## src/rtl/fifo_wr_arbiter.sv

```systemverilog
// Round-robin arbiter sharing one byte-wide FIFO write port among N_REQ producers.
// Grants bounded bursts, stalls on full, and latches a sticky error on FIFO overflow.
module fifo_wr_arbiter #(
  parameter int N_REQ     = 4,
  parameter int BURST_MAX = 4
) (
  input  logic                 clk,
  input  logic                 rst,
  input  logic [N_REQ-1:0]     req,
  input  logic [8*N_REQ-1:0]   req_data,
  output logic [N_REQ-1:0]     ack,
  output logic [N_REQ-1:0]     grant,
  output logic                 busy,
  output logic                 w_en,
  output logic [7:0]           data_w,
  input  logic                 full,
  input  logic                 overflow,
  output logic                 err
);

  localparam int IDX_W = (N_REQ > 1) ? $clog2(N_REQ) : 1;
  localparam int CNT_W = (BURST_MAX > 1) ? $clog2(BURST_MAX) : 1;
  localparam logic [CNT_W-1:0] CNT_LAST  = CNT_W'(BURST_MAX - 1);
  localparam logic [IDX_W-1:0] LAST_INIT = IDX_W'(N_REQ - 1);

  typedef enum logic {IDLE, SERVE} state_t;

  state_t             state_reg, state_next;
  logic [N_REQ-1:0]   grant_reg, grant_next;
  logic [IDX_W-1:0]   owner_reg, owner_next;
  logic [IDX_W-1:0]   last_owner_reg, last_owner_next;
  logic [CNT_W-1:0]   burst_cnt_reg, burst_cnt_next;
  logic               err_reg;

  logic [IDX_W-1:0]   search_base, cand, pick_idx;
  logic               pick_valid, owner_req, xfer, burst_done, withdraw;
  logic [7:0]         byte_arr [N_REQ];

  genvar gi;
  generate
    for (gi = 0; gi < N_REQ; gi++) begin : g_lane
      assign byte_arr[gi] = req_data[8*gi +: 8];
      assign ack[gi]      = xfer & grant_reg[gi];
    end
  endgenerate

  // While serving, the next search starts after the current owner, which becomes last_owner on exit.
  assign search_base = (state_reg == SERVE) ? owner_reg : last_owner_reg;

  // Scan farthest candidate first so the nearest set bit after search_base wins.
  always_comb begin
    pick_valid = 1'b0;
    pick_idx   = '0;
    cand       = '0;
    for (int k = N_REQ; k >= 1; k--) begin
      cand = IDX_W'((int'(search_base) + k) % N_REQ);
      if (req[cand]) begin
        pick_valid = 1'b1;
        pick_idx   = cand;
      end
    end
  end

  assign owner_req  = req[owner_reg];
  assign xfer       = (state_reg == SERVE) && owner_req && !full;
  assign burst_done = xfer && (burst_cnt_reg == CNT_LAST);
  assign withdraw   = (state_reg == SERVE) && !owner_req;

  assign busy   = (state_reg == SERVE);
  assign grant  = grant_reg;
  assign w_en   = xfer;
  assign data_w = (state_reg == SERVE) ? byte_arr[owner_reg] : 8'h00;
  assign err    = err_reg;

  always_comb begin
    state_next      = state_reg;
    grant_next      = grant_reg;
    owner_next      = owner_reg;
    last_owner_next = last_owner_reg;
    burst_cnt_next  = burst_cnt_reg;
    case (state_reg)
      IDLE: begin
        if (pick_valid) begin
          state_next     = SERVE;
          owner_next     = pick_idx;
          grant_next     = N_REQ'(1) << pick_idx;
          burst_cnt_next = '0;
        end
      end
      SERVE: begin
        if (withdraw || burst_done) begin
          last_owner_next = owner_reg;
          burst_cnt_next  = '0;
          if (pick_valid) begin
            owner_next = pick_idx;
            grant_next = N_REQ'(1) << pick_idx;
          end else begin
            state_next = IDLE;
            grant_next = '0;
          end
        end else if (xfer) begin
          burst_cnt_next = burst_cnt_reg + 1'b1;
        end
      end
      default: state_next = IDLE;
    endcase
  end

  always_ff @(posedge clk or posedge rst) begin
    if (rst) begin
      state_reg      <= IDLE;
      grant_reg      <= '0;
      owner_reg      <= '0;
      last_owner_reg <= LAST_INIT;
      burst_cnt_reg  <= '0;
      err_reg        <= 1'b0;
    end else begin
      state_reg      <= state_next;
      grant_reg      <= grant_next;
      owner_reg      <= owner_next;
      last_owner_reg <= last_owner_next;
      burst_cnt_reg  <= burst_cnt_next;
      // The arbiter never writes into a full FIFO, so overflow means an outside fault.
      err_reg        <= err_reg | overflow;
    end
  end

endmodule

```

## config.mk

```make
export PLATFORM = sky130hd
export DESIGN_NAME = fifo_wr_arbiter
export DESIGN_NICKNAME = d
export VERILOG_FILES = /design/src/rtl/fifo_wr_arbiter.sv
export SDC_FILE = /design/constraint.sdc
export NUM_CORES = 1
export LEC_CHECK = 0
export ABC_CLOCK_PERIOD_IN_PS = 1750
export CORE_MARGIN = 4
export CORE_UTILIZATION = 30
export CTS_BUF_LIST = sky130_fd_sc_hd__clkbuf_16
export DETAILED_ROUTE_END_ITERATION = 8
export HOLD_SLACK_MARGIN = 0.02
export PLACE_DENSITY = 0.7
export SETUP_SLACK_MARGIN = 0.02
export SYNTH_ARGS = -nofsm -noshare
export SYNTH_HDL_FRONTEND = slang
export SYNTH_SLANG_ARGS = --single-unit
```

## constraint.sdc

```tcl
create_clock -name clk -period 1.75 [get_ports clk]
set_input_delay 0.35 -clock clk [delete_from_list [all_inputs] [get_ports clk]]
set_output_delay 0.35 -clock clk [all_outputs]
set_load 0.01 [all_outputs]
```

### Word level (Yosys, flattened, before mapping)

Index checks and enable logic that the tools add are counted.

| word-level totals | value |
|---|---|
| word-level logic and storage cells | 76 |
| output and inout bits | 19 |
| input bits | 40 |
| bits in registers | 12 |

| operators by class | value |
|---|---|
| bitwise gates (word level) | 7 |
| multiplexer cells | 37 |
| reduce and logical (&&, ||, !) cells | 10 |
| $add $sub $neg | 5 |
| eq/ne operators | 4 |
| shift-type cells | 1 |
| magnitude comparators | 6 |

Operator list:

| cell | number |
|---|---|
| $mux 8 | 3 |
| $mux 2 | 10 |
| $bmux 8 s2 | 1 |
| $lt 2x3->1 const B | 5 |
| $mux 4 | 3 |
| $mux 1 | 11 |
| $bmux 1 s2 | 5 |
| $pmux 2 s2 | 2 |
| $pmux 4 s2 | 1 |
| $add 2x1->2 const B | 3 |
| $reduce_and 2->1 | 3 |
| $add 2x2->2 const B | 2 |
| $and 1x1->1 | 4 |
| $logic_and 1x1->1 | 4 |
| $shl 1x2->4 const A | 1 |
| $ge 3x3->1 const B | 1 |
| $ne 3x1->1 const B | 1 |
| $not 2->3 | 1 |
| $eq 2x2->1 const B | 1 |
| $logic_not 1->1 | 2 |
| $ne 2x1->1 const B | 1 |
| $ne 2x2->1 const B | 1 |
| $pmux 1 s2 | 1 |
| $logic_or 1x1->1 | 1 |
| 2 further kinds | 2 |

### Longest topological paths before layout

| logic depth | value |
|---|---|
| depth after elaboration | 12 |
| gate-level depth with buffers | 6 |
| depth with buffers taken out | 6 |

### Worst setup path before layout

OpenSTA, ideal clock, no wires.

| timing path | value |
|---|---|
| path kind | register to output |
| start point | reg owner_reg[0] |
| end point | out ack[0] |
| required time | 1.400 ns |
| arrival | 1.356 ns |
| path buffers | 0 |
| stages on the path, launching flop included | 5 |
| slack | 0.044 ns |
| path through | dfrtp_1 -> mux4_2 -> nand2_1 -> nor2_1 -> and2_1 |

| between the ends | value |
|---|---|
| cells in the longest elaborated chain, start to end | 5 |

Ends and longest elaborated chain:

| element | line | source |
|---|---|---|
| start: declaration | 30 | `logic [IDX_W-1:0] owner_reg, owner_next;` |
| start signal: assignment | 120 | `owner_reg <= owner_next;` |
| $bmux 1 s2 | 64 | `assign owner_req = req[owner_reg];` |
| $mux 1 (implied by the code) | 64 |  |
| $logic_and 1x1->1 (2 in a row) | 65 | `assign xfer = (state_reg == SERVE) && owner_req && !full;` |
| named net w_en | 14 | `output logic w_en,` |
| $and 1x1->1 | 43 | `assign ack[gi] = xfer & grant_reg[gi];` |
| end: declaration | 11 | `output logic [N_REQ-1:0] ack,` |

The timed path passes the listed nets, and every way through them passes these cells. The select of a mux whose other input is x is not followed.

### Worst setup path in the final report

| timing path | value |
|---|---|
| start point | reg owner_reg[0] |
| end point | out ack[1] |

| between the ends | value |
|---|---|
| cells in the longest elaborated chain, start to end | 5 |

Ends and longest elaborated chain:

| element | line |
|---|---|
| $bmux 1 s2 | 64 |
| $mux 1 (implied by the code) | 64 |
| $logic_and 1x1->1 (2 in a row) | 65 |
| $and 1x1->1 | 43 |

No other way between the ends. The select of a mux whose other input is x is not followed.

==> flow_summary.yaml <==
status:
  status: "complete, but fails checks"
  violations: "negative setup slack"
worst_setup_path:
  critPathBufInv: 1
  cp.required_ns: 1.40
  endpoint_kind: "output port"
  crit_start: "owner_reg[0]$_DFFE_PP0P_"
  crit_chain: "mux4_2 -> nand2_2 -> nor2_4 -> and2_1 -> buf_2"
  critPathMaxStageDelay_ns: 0.55
  timing.rr.start: "owner_reg[0]$_DFFE_PP0P_"
  critPathKind: "register to output port"
  start_kind: "register"
  crit_family: "multiplexers"
  cp_slowest_cell: "mux4_2"
  crit_arrival_ns: 1.63
  path_max_fanout: 6
timing:
  finalSetupViolations: 13
  hold_violations: 0
  relSlewSlack_pct: 67.6
  fin_ws_ns: -0.231
  slew_viol_final: 0
  tns_ns: -2.44
  fmax_ghz: 0.505
  period_share_pct: 113
  worst_pin_slew_ns: 0.485
  min_period_ns: 1.98
  rsz0062_at_grt: "true"
  hold_ws_ns: 0.431
  finalClockSkew_ns: 0.00538
layout:
  seq_area_um2: 304
  finalInstanceArea_um2: 1870
  largest_reg_flops: 4
  layout_common_cells: "clkdlybuf4s50_1, buf_4, mux4_2, dfrtp_1"
  final_common_cell: "clkdlybuf4s50_1"
  layout-drive-gt1-share_pct: 42.2
  multi_input_area_um2: 696
  diodes: 0
  nets: 208
  areaGrowthSynthToFinish_pct: 93.0
  fill_cells: 282
floorplanning:
  die_w_um: 64.8
  num_rows: 20
  io_pins: 59
  start_util_pct: 31.4
  die_area_um2: 4200
  core_region_area_um2: 3080
  die_height_um: 64.8
synth:
  ys_ff_latch: 12
  synth-compound-area-share_pct: 16.7
  ys_warn_count: 0
  synth_ff_type: "dfrtp_1"
  synth_nets: 132
  yosys.area_share.xor_xnor_pct: 0
  syn_inst: 91
  async_flop_share_pct: 100
  ys_seq_area_share_pct: 31.3
  synth.avg_cell_area_um2: 10.6
  synth-edff-count: 0
  synth.area.mux_share_pct: 25.9
  synthSimpleGateAreaFrac_pct: 20.4
  synth-adder-area-share_pct: 1.29
  syn_area_um2: 967
  synth_top_family_by_area: "multiplexers"
  synth_cell_type_count: 36
global_route:
  grt_pass1_vias: 1095
  grt_max_degree: 15
  overflow: 0
  antenna_found_initial: 0
  grt_pass1_wl_um: 5260
  grt_usage_pct: 16.6
clock_tree:
  cts_tree: "yes"
  clkLatencyLatePin_ns: 0.25
  clockRootBuffer: "clkbuf_16"
  cts_buffer_depth: 2
  cts_buffers: 3
  cts_sinks: 12
  htreeDepth: 1
  clkTransAtPathRegs_ns: 0.04
placed_design:
  dpl-instance-area_um2: 1680
  place_congestion: 0.749
  dp.final_hpwl_um: 2560
  port_buffers: 58
run:
  drv_cap: 0
routing:
  drt_iter0_markers: 15
  via_count: 1056
  finalWirelength_um: 3210
  drc_errors: 0
  via_per_inst: 5.03
  first_pass_iters: 4
  post_drt_wl_per_cell_um: 15.3
  ant_nets: 0
power:
  p_leak_nw: 0.789
  peakVddDrop_mv: 1.04
  power_mw: 2.60
  power_density_nw_per_um2: 1390
hold_path:
  hold_class: "input port to async pin"
==> cell usage after synthesis, types with 2 or more instances <==
master | instances | area [µm²]
o21ai_0 | 2 | 10.0
nor2_1 | 3 | 11.3
and2_1 | 12 | 75.1
a32o_1 | 3 | 30.0
dfstp_2 | 2 | 52.6
a21oi_1 | 5 | 25.0
nand2_1 | 3 | 11.3
nand3_1 | 4 | 20.0
clkbuf_1 | 2 | 7.51
nand2b_1 | 3 | 18.8
dfrtp_1 | 10 | 250
o31ai_1 | 2 | 15.0
o221ai_1 | 2 | 17.5
mux2_2 | 2 | 22.5
a21o_1 | 2 | 15.0
inv_1 | 6 | 22.5
mux4_2 | 9 | 203
==> layout make-up <==
type,instances,area share [%]
repair buffers,75,37.9
multi-input cells,69,37.3
flip-flops and latches,12,16.3
clock buffers,3,4.02
well taps,44,2.95
inverters,6,1.34
clock inverters,1,0.201
==> path summary, 6_finish.rpt <==
kind                                            endpoint  cells past startpoint  slack, ns
max                                               ack[1]                      5      -0.23
min                                 grant[1]$_DFFE_PP0P_                      2       0.43
max reg2reg                last_owner_reg[0]$_DFFE_PP1P_                      4       0.04
min reg2reg                                err$_DFF_PP0_                      1       0.48
max in group asynchronous       owner_reg[0]$_DFFE_PP0P_                      2       0.96
min in group clk                           err$_DFF_PP0_                      1       0.48
==> metal layers <==
metal / GRT usage, % / up-vias / part of all wire (%)
met5: 0 / - / 0
met1: 18.1 / 530 / 38
met3: 4.85 / 5 / 4.5
met2: 30.3 / 24 / 57
met4: 5.54 / 0 / 1.3
li1: - / 497 / -
==> worst reg2reg max path, cell delays in order (launching register included) <==
cell	delay, ns
dfrtp_2	0.42
mux4_2	0.55
buf_4	0.18
a21boi_4	0.15
mux2_2	0.34
==> logic make-up (layout without fill, tap and decap cells) <==
family                     after synthesis  in the layout
DFF                                     12             12
and+or+nand+nor                         33             33
buffers and inverters                   10             85
adders and majority gates                1              1
AOI/OAI and AO/OA                       22             22
muxes                                   13             13
==> through the flow <==
stage / cells / worst slack, ns / utilization (%)
after global routing: 210 / -0.280 / 60.7
final: 210 / -0.231 / 60.7
after CTS: 209 / -0.243 / 58.9
after detailed placement: 200 / -0.792 / 54.5
after floorplan: 91 / 0.0438 / -
after global placement: 200 / -0.736 / 54.5
==> where the power goes <==
part,internal (mW),switching [mW],total (mW)
Combinational,1.00,0.670,1.67
Sequential,0.402,0.105,0.507
Clock,0.301,0.124,0.425
==> timing repair <==
action                                  CTS  global route
hold buffers                              0             0
resized for setup                        69            19
cloned                                    1             0
pin swaps                                14             8
buffers inserted                          4             3
endpoints found under the setup margin   23            22
No activity file was read; power rests on OpenSTA's default activity.
